$ cat src/rtl/draw_rectangle_stream.sv
// Streams the (x, y) pixel coordinates of a filled or outline rectangle over a
// valid/ready handshake; the scan order is fixed at elaboration by COL_MAJOR.
module draw_rectangle_stream #(
   parameter int unsigned WIDTH     = 32,
   parameter int unsigned COL_MAJOR = 0
) (
   input  logic                    _clock,
   input  logic                    _reset_n,
   input  logic                    _start,
   input  logic signed [WIDTH-1:0] s_x,
   input  logic signed [WIDTH-1:0] s_y,
   input  logic signed [WIDTH-1:0] width,
   input  logic signed [WIDTH-1:0] height,
   input  logic                    mode,
   input  logic                    _ready,
   output logic                    _valid,
   output logic signed [WIDTH-1:0] _out0,
   output logic signed [WIDTH-1:0] _out1,
   output logic                    _busy,
   output logic                    _done
);

   localparam logic signed [WIDTH-1:0] ONE = WIDTH'(1);

   typedef enum logic [1:0] {IDLE, EMIT, FINISH} state_t;

   state_t                  state;
   logic signed [WIDTH-1:0] org_x, org_y, size_w, size_h;
   logic                    outline;
   logic signed [WIDTH-1:0] cnt_i, cnt_j;

   logic signed [WIDTH-1:0] fast, slow, fast_lim, slow_lim;
   logic signed [WIDTH-1:0] next_fast, next_slow, next_i, next_j;
   logic                    fast_last, slow_last, slow_edge, last_px;
   logic                    empty_req;

   assign empty_req = width[WIDTH-1] || (width == '0) || height[WIDTH-1] || (height == '0);

   // Advance the fast index; outline mode jumps across interior lines in one step.
   always_comb begin
      fast      = (COL_MAJOR != 0) ? cnt_j  : cnt_i;
      slow      = (COL_MAJOR != 0) ? cnt_i  : cnt_j;
      fast_lim  = (COL_MAJOR != 0) ? size_h : size_w;
      slow_lim  = (COL_MAJOR != 0) ? size_w : size_h;
      fast_last = (fast == fast_lim - ONE);
      slow_last = (slow == slow_lim - ONE);
      slow_edge = (slow == '0) || slow_last;
      last_px   = fast_last && slow_last;
      next_fast = fast + ONE;
      next_slow = slow;
      if (fast_last) begin
         next_fast = '0;
         next_slow = slow + ONE;
      end else if (outline && !slow_edge && (fast == '0)) begin
         next_fast = fast_lim - ONE;
      end
      next_i = (COL_MAJOR != 0) ? next_slow : next_fast;
      next_j = (COL_MAJOR != 0) ? next_fast : next_slow;
   end

   always_ff @(posedge _clock or negedge _reset_n) begin
      if (!_reset_n) begin
         state   <= IDLE;
         org_x   <= '0;
         org_y   <= '0;
         size_w  <= '0;
         size_h  <= '0;
         outline <= 1'b0;
         cnt_i   <= '0;
         cnt_j   <= '0;
         _valid  <= 1'b0;
         _out0   <= '0;
         _out1   <= '0;
         _busy   <= 1'b0;
         _done   <= 1'b0;
      end else begin
         case (state)
            IDLE: begin
               if (_start) begin
                  org_x   <= s_x;
                  org_y   <= s_y;
                  size_w  <= width;
                  size_h  <= height;
                  outline <= mode;
                  cnt_i   <= '0;
                  cnt_j   <= '0;
                  _done   <= 1'b0;
                  _busy   <= 1'b1;
                  if (empty_req) begin
                     state <= FINISH;
                  end else begin
                     state  <= EMIT;
                     _valid <= 1'b1;
                     _out0  <= s_x;
                     _out1  <= s_y;
                  end
               end
            end
            EMIT: begin
               if (_ready) begin
                  if (last_px) begin
                     _valid <= 1'b0;
                     state  <= FINISH;
                  end else begin
                     cnt_i <= next_i;
                     cnt_j <= next_j;
                     _out0 <= org_x + next_i;
                     _out1 <= org_y + next_j;
                  end
               end
            end
            FINISH: begin
               _done <= 1'b1;
               _busy <= 1'b0;
               state <= IDLE;
            end
            default: state <= IDLE;
         endcase
      end
   end

endmodule

$ cat config.mk
export PLATFORM = sky130hd
export DESIGN_NAME = draw_rectangle_stream
export DESIGN_NICKNAME = d
export VERILOG_FILES = /design/src/rtl/draw_rectangle_stream.sv
export SDC_FILE = /design/constraint.sdc
export NUM_CORES = 1
export LEC_CHECK = 0
export ABC_AREA = 1
export CAP_MARGIN = 20
export CORE_MARGIN = 4
export CORE_UTILIZATION = 35
export DETAILED_ROUTE_END_ITERATION = 8
export GPL_ROUTABILITY_DRIVEN = 1
export PLACE_DENSITY = 0.57
export SLEW_MARGIN = 10
export SYNTH_ARGS = -nofsm -noshare
export SYNTH_HDL_FRONTEND = slang
export SYNTH_SLANG_ARGS = --single-unit
$ cat constraint.sdc
create_clock -name _clock -period 6.1 [get_ports _clock]
set_input_delay 0.61 -clock _clock [delete_from_list [all_inputs] [get_ports _clock]]
set_output_delay 0.61 -clock _clock [all_outputs]
set_load 0.02 [all_outputs]
* Word level (Yosys, flattened, before mapping)
Index checks and enable logic that the tools add are counted.
Word-level totals: register bits after elaboration 262, input port bits 133, word-level logic and storage cells 83, output and inout port bits 67
Cells by class: equality and inequality tests 9, reduce and logical (&&, ||, !) cells 21, add/sub/neg operators 6, mux-type cells 34
Operator list (number):
- $mux 32 | 16
- $pmux 32 s2 | 4
- $logic_not 32->1 | 4
- $add 32x2->32 const B | 2
- $add 32x32->32 | 2
- $eq 32x32->1 | 2
- $sub 32x2->32 const B | 2
- $ne 2x2->1 const B | 5
- $reduce_and 5->1 | 2
- $mux 2 | 4
- $mux 1 | 6
- $pmux 1 s2 | 3
- $logic_or 1x1->1 | 4
- $pmux 2 s2 | 1
- $reduce_and 2->1 | 2
- $reduce_and 4->1 | 1
- $reduce_bool 2->1 | 2
- $logic_and 1x1->1 | 3
- $reduce_and 3->1 | 1
- $eq 2x1->1 const B | 1
- $eq 2x2->1 const B | 1
- $logic_not 2->1 | 1
- $logic_not 1->1 | 1

* Longest topological paths before layout
Gate-level depths: netlist of run 1.
depth after elaboration 12, gate-level depth with buffers 36, mapped depth without buffers 35

* Worst setup path after synthesis of run 1
No wires, ideal clock.
kind register to register, start point reg size_w[0], in the netlist fast_lim[0], end point reg _out1[20], library setup time 0.121 ns, data arrival time 4.133 ns, period minus slack after synthesis 4.254 ns, buffers on the path 2, data required time 5.979 ns, slack 1.846 ns, stages on the path, launching flop included 31, cells stage by stage dfrtp_1 > inv_1 > ha_1 > nand2_2 > nor2_2 > nand2_1 > o21bai_1 > nand2_1 > nand2_1 > nand2_1 > nor2_1 > nand2_1 > nor2_2 > nand3_2 > buf_2 > buf_2 > o21ai_0 > inv_1 > fa_1 > nand3_1 > nand3_1 > inv_1 > o21a_1 > o21ai_0 > a21oi_1 > o21ai_0 > or2_2 > nand3_1 > o21ai_0 > inv_1 > o21ai_1
Between the ends: word-level cells in the longest chain between the ends 7, elaborated cells on any way between the ends 10, classes of those cells 2 x add/sub; 2 x eq/ne; 4 x mux; 2 x reduce/logical
Ends and longest elaborated chain:
- start, declared | line 28 | logic signed [WIDTH-1:0] org_x, org_y, size_w, size_h;
- start signal, assigned | line 82 | size_w <= width;
- $sub 32x2->32 (*) | line 45 | fast_last = (fast == fast_lim - ONE);
- $eq 32x32->1 (*) | line 45
- $mux 32 | line 51 | if (fast_last) begin
- $add 32x32->32 | line 108 | _out1 <= org_y + next_j;
- $mux 32 | line 101 | if (last_px) begin
- $mux 32 | line 100 | if (_ready) begin
- $pmux 32 s2 | line 77 | case (state)
- end signal, assigned | line 95 | _out1 <= s_y;
- end signal, assigned | line 108
- end, declared | line 18 | output logic signed [WIDTH-1:0] _out1,
Mark *: on every way between the ends. The rest lies on a longest branch, timed or not. The select of a mux whose other input is x is not followed. A chain may end at the register's enable or synchronous reset.

* Final worst setup path of run 1
start point reg size_w[0], in the netlist fast_lim[0], end point reg _out0[22]
Between the ends: word-level cells in the longest chain between the ends 7, elaborated cells on any way between the ends 11, classes of those cells 2 x add/sub; 2 x eq/ne; 5 x mux; 2 x reduce/logical
Ends and longest elaborated chain:
- $sub 32x2->32 (*) | line 45, 55
- $eq 32x32->1 / $mux 32 (equally long branches) | line 45, 54
- $mux 32 | line 51
- $add 32x32->32 | line 107 | _out0 <= org_x + next_i;
- $mux 32 | line 101
- $mux 32 | line 100
- $pmux 32 s2 | line 77
- end signal, assigned | line 107
- end, declared | line 17 | output logic signed [WIDTH-1:0] _out0,
Marks and branches as above.

==> metrics.yaml, run 1 <==
clkTransAtPathRegs_ns: 0.06
start_util_pct: 35.7
setup_viol: 0
hold_viol_final: 0
yosysWarningCount: 0
arrival_ns: 5.92
route.detailed.wl_per_inst_um: 18.6
cp.required_ns: 6.52
die_x_um: 246
dpl-instance-area_um2: 22500
r2r_slack_ns: 0.60
numCtsBuffers: 34
firstDrtPassIters: 7
io_buffer_count: 199
grt_usage_pct: 24.1
routed_wl_mm: 73.6
io_pins: 200
ant_nets: 0
route.detailed.drc: 0
skew_ns: 0.0217
fin_util_pct: 42.4
slowest_delay_ns: 0.40
setup.worst_path.start_class: "flip-flop"
max_freq_mhz: 182
yosys.cell_types.count: 53
dpl.hpwl_mm: 57.7
crit_type: "reg -> reg"
post_cts.repair.setup_buffers: 0
row_count: 86
grt_pass1_wl_mm: 115
tritoncts: "done"
clkLatencyLatePin_ns: 0.55
gr-total-overflow: 0
tightest_slew_ns: 1.44
avgViaCountPerCell: 5.11
nets: 3389
final_common_cell: "nand2_1"
power_mw: 9.91
layout_common_cells: "nand2_1 (920), inv_1 (411), o21ai_0 (296)"
place.gp.congestion: 1.01
cts-root-buf: "clkbuf_16"
peakVddDrop_mv: 0.223
synthTopCellsByArea: "dfrtp_1 (33%), nand2_1 (17%), inv_1 (7.8%), o21ai_0 (7.5%), nor2_1 (4.9%)"
status: "completed"
ys_seq_elements: 262
syn2layout_area_growth_pct: 18.9
synth_area_um2: 19800
path_common_cell: "nand2_1"
syn_inst: 3025
power.density_nw_per_um2: 421
grt_pass1_vias: 19400
fin_crit_ns: 5.50
relSlewSlack_pct: 3.94
fp.dieH_um: 246
fin_area_um2: 23600
layout_setup_ws_ns: 0.604
power.leakage_nw: 11.7
clock_path_buffers: 3
cts_sinks: 262
synth_top_area_cell: "dfrtp_1"
path_max_fanout: 23
synth_top_area_share_pct: 33.1
layout-drive-gt1-share_pct: 4.21
yosysSeqAreaShare_pct: 33.1
slowest_stage: "fa_1"
syn-num-nets: 3228
vias: 20200
syn_avg_cell_area_um2: 6.55
first_iter_violations: 1727
report.final.slew_viol_count: 0
grt_max_degree: 169
fin_crit_sh_pct: 90.1
fp.coreArea_um2: 55500
drv_cap: 0
fp.dieArea_um2: 60500
pre_cts_ws_ns: 0.579
rsz0062_at_grt: "no"
hp-class: "in -> async"
antenna_found_initial: 3
ctsHtreeMaxLevel: 2
crit_path_end_kind: "flip-flop"
setup_tns_ns: 0
worst-r2r-cell-count: 33
[critical path, delay by kind of cell (launching register included)]
kind            cells  cell delay (ns)
simple gates       20             2.33
fa+ha+maj           3             0.91
compound gates      5             0.79
buf+inv             4             0.75
flops               1             0.38
xor+xnor            1             0.18
[kinds of logic after synthesis]
family,count (synthesis),share of synthesized area (%)
AO/OA/AOI/OAI,545,14.5
multiplexers,8,0.404
flip-flops,262,33.1
AND/OR/NAND/NOR,1525,32.5
XOR/XNOR,105,4.64
buffers and inverters,510,10.3
adder cells (fa/ha/maj),70,4.50
[path summary, 6_finish.rpt]
check,startpoint,endpoint
max,fast_lim[0],_out0[22]
min,_reset_n,_out1[18]
max reg2reg,fast_lim[0],_out0[22]
min reg2reg,_out1[31],_out1[31]
max in group asynchronous,_reset_n,fast_lim[13]
min in group _clock,_out1[31],_out1[31]
[routing by layer]
| layer | vias to the layer above | part of all wire, % | global-route usage [%] |
|---|---|---|---|
| met2 | 601 | 42 | 35.9 |
| met4 | 4 | 2.0 | 5.26 |
| met1 | 9466 | 50 | 36.5 |
| met3 | 89 | 6.6 | 3.95 |
| li1 | 10000 | - | - |
| met5 | - | 0.037 | 0 |
[flip-flops by register name (all words and copies together), names as in the netlist, 2 cells and up]
name      flops
cnt_i        32
_out1        32
fast_lim     32
org_y        32
state         2
_out0        32
size_h       32
org_x        32
cnt_j        32
[layout make-up]
| class | instances | area [um^2] |
|---|---|---|
| fillers | 5945 | 32000 |
| well taps | 748 | 936 |
| clock buffers | 43 | 936 |
| multi-input cells | 2253 | 11200 |
| clock inverters | 15 | 165 |
| repair buffers | 215 | 2150 |
| diodes | 1 | 2.50 |
| inverters | 420 | 1580 |
| flip-flops and latches | 262 | 6560 |
[power breakdown]
part / total (mW) / internal (mW) / switching, mW
Sequential: 2.98 / 2.37 / 0.607
Clock: 2.03 / 1.21 / 0.821
Combinational: 4.90 / 1.70 / 3.20
Total: 9.91 / 5.29 / 4.63
[timing repair]
item	in CTS	in global routing
hold buffers	0	0
endpoints found under the setup margin	0	2
endpoints found under the hold margin	0	0
resized for setup	0	1
[through the flow]
stage	cells	hold WS [ns]
detailed placement	3898	0.467
CTS	3956	0.116
floorplan	3025	0.314
global placement	3898	0.462
finish	3957	0.0930
global route	3956	0.163
[cell usage after synthesis, drive strengths merged]
| library cell | count |
|---|---|
| a211oi | 6 |
| a21boi | 2 |
| a21o | 10 |
| a21oi | 106 |
| a221oi | 2 |
| a31o | 2 |
| a31oi | 8 |
| and2 | 1 |
| and3 | 3 |
| buf | 39 |
| clkbuf | 51 |
| dfrtp | 262 |
| fa | 2 |
| ha | 68 |
| inv | 420 |
| mux2i | 8 |
| nand2 | 927 |
| nand2b | 1 |
| nand3 | 144 |
| nand3b | 10 |
| nand4 | 53 |
| nor2 | 277 |
| nor3 | 40 |
| nor3b | 1 |
| nor4 | 41 |
| o2111ai | 1 |
| o211ai | 4 |
| o21a | 7 |
| o21ai | 386 |
| o21bai | 7 |
| o221ai | 2 |
| o311ai | 1 |
| o31ai | 1 |
| or2 | 27 |
| xnor2 | 19 |
| xor2 | 86 |
No activity file was read; power rests on OpenSTA's default activity.
==> run 2, diff against run 1 <==
--- a/config.mk
+++ b/config.mk
@@ -7,11 +7,13 @@
 export LEC_CHECK = 0
 export ABC_AREA = 1
 export CAP_MARGIN = 20
+export CORE_ASPECT_RATIO = 0.7
 export CORE_MARGIN = 4
 export CORE_UTILIZATION = 35
 export DETAILED_ROUTE_END_ITERATION = 8
 export GPL_ROUTABILITY_DRIVEN = 1
 export PLACE_DENSITY = 0.57
+export SETUP_SLACK_MARGIN = 0.05
 export SLEW_MARGIN = 10
 export SYNTH_ARGS = -nofsm -noshare
 export SYNTH_HDL_FRONTEND = slang
==> run 2 against run 1 <==
  * Clock power down 7%
  * Flip-flop and latch count unchanged
  * Sequential power about the same
  * Critical path depth down 4
  * Die area about the same
==> metrics.yaml, run 2 (synthesized netlist as in run 1, its figures left out) <==
routed_wl_mm: 76.8
worstHoldPathCells: 2
multi_input_area_um2: 11200
first_iter_violations: 2086
gr-total-overflow: 0
hp-class: "reg -> reg"
status: "completed"
instances_no_fill: 3949
fp.dieH_um: 207
fillers: 5853
path_max_fanout: 14
route.detailed.drc: 0
fp.dieArea_um2: 60500
avgViaCountPerCell: 5.19
seqCellArea_um2: 6560
grt_pass1_vias: 19200
relSlewSlack_pct: 35.8
power_mw: 9.92
cp.required_ns: 6.58
power.density_nw_per_um2: 422
max_freq_mhz: 178
final_common_cell: "nand2_1"
dpl.hpwl_mm: 60.4
pre_cts_ws_ns: 0.377
row_count: 72
switching_power_mw: 4.75
io_pins: 200
path_delay_family: "compound AO/OA/AOI/OAI gates"
fin_crit_ns: 5.61
setup_tns_ns: 0
vias: 20500
clkPwrFrac_pct: 19.0
sequentialPowerShare_pct: 30.0
cts_sinks: 262
drv_cap: 0
internal-power_mw: 5.17
dp.cells: 3890
layout_setup_ws_ns: 0.494
grt_pass1_wl_mm: 118
clock_path_buffers: 3
slowest_delay_ns: 0.45
firstDrtPassIters: 6
n_antenna_cell: 0
holdWs_ns: 0.483
ctsHtreeMaxLevel: 1
tritoncts: "done"
clkLatencyLatePin_ns: 0.61
skew_ns: 0.0297
ant_nets: 0
power.leakage_nw: 11.7
worstHoldStart: "_valid"
die_x_um: 292
layout-drive-gt1-share_pct: 4.27
antenna_found_initial: 2
setup.worst_path.start_class: "flip-flop"
slowest_stage: "dfrtp_1"
setup_viol: 0
hold_viol_final: 0
cts-root-buf: "clkbuf_16"
tightest_slew_ns: 0.963
peakVddDrop_mv: 0.296
rsz0062_at_grt: "no"
route.detailed.wl_per_inst_um: 19.4
report.final.slew_viol_count: 0
fp.coreArea_um2: 55600
nets: 3392
combPwrFrac_pct: 51.0
io_buffer_count: 199
grt_usage_pct: 24.5
numCtsBuffers: 30
crit_buf_inv: 5
switching_share_pct: 47.9
crit_type: "reg -> reg"
min_to: "_valid"
r2r_slack_ns: 0.49
layout_common_cells: "nand2_1 (920), inv_1 (411), o21ai_0 (295)"
crit_path_end_kind: "flip-flop"
arrival_ns: 6.08
r2r-end: "_out1[15]"
reg2reg_from: "fast_lim[5]"
fin_crit_sh_pct: 91.9
grt_max_degree: 135
worst-r2r-cell-count: 29
clkTransAtPathRegs_ns: 0.06
start_util_pct: 35.6
place.gp.congestion: 0.949
syn2layout_area_growth_pct: 18.7
-- run 2: cell types whose count changed in the layout (fill, tap and decap cells not counted), moves of 2 or more --
cell / change
clkinv_2: -3
inv_6: -2
buf_4: +6
clkbuf_16: -5
clkbuf_8: +5
-- run 2: worst max-delay path by stage --
| stage | from | end | slack (ns) | cells after the start |
|---|---|---|---|---|
| CTS | fast_lim[5] | _out1[20] | 0.35 | 29 |
| floorplan | fast_lim[0] | _out1[20] | 1.85 | 30 |
| detailed placement | fast_lim[5] | _out1[20] | 0.38 | 29 |
| global placement | fast_lim[5] | _out1[20] | 0.35 | 29 |
| finish | fast_lim[5] | _out1[15] | 0.49 | 29 |
| global route | fast_lim[0] | _out1[15] | 0.05 | 31 |
-- run 2: cell type report --
type	count	area share, %
Multi-Input combinational cell	2253	47.8
Clock inverter	9	0.532
Timing Repair Buffer	222	9.40
Clock buffer	43	3.74
Inverter	420	6.70
Sequential cell	262	27.9
Tap cell	740	3.94
-- run 2: per-layer routing --
metal	global-route usage, %	vias up	wire [um]
met5	0	-	27
met4	2.50	4	820
met3	5.24	56	6280
met2	30.9	766	27400
met1	42.2	9594	42200
li1	-	10100	-
-- run 2: tightest hold or removal path: cells and delay by family, from the launching register on --
kind	cells	cell delay [ns]
flip-flops	1	0.35
AND/OR/NAND/NOR	2	0.10
-- run 2: what timing repair did --
item,4_1_cts,5_1_grt
endpoints found under the setup margin,0,11
hold buffers,1,0
endpoints found under the hold margin,60,0
setup buffers,0,6
resized for setup,0,4
-- run 2: power by group through the flow --
stage | Clock, mW | Sequential [mW] | Combinational, mW
finish | 1.88 | 2.98 | 5.06
global route | 1.99 | 3.06 | 5.65
CTS | 1.93 | 2.97 | 5.03
detailed placement | 0 | 2.98 | 5.00
global placement | 0 | 2.98 | 5.02
floorplan | 0 | 3.02 | 3.14
-- run 2: stage by stage --
step / utilization, % / instance area [um^2]
3_3_place_gp: 40.4 / 22400
2_1_floorplan: - / 19800
4_1_cts: 42.2 / 23500
3_5_place_dp: 40.4 / 22400
5_1_grt: 42.3 / 23500
6_report: 42.3 / 23500
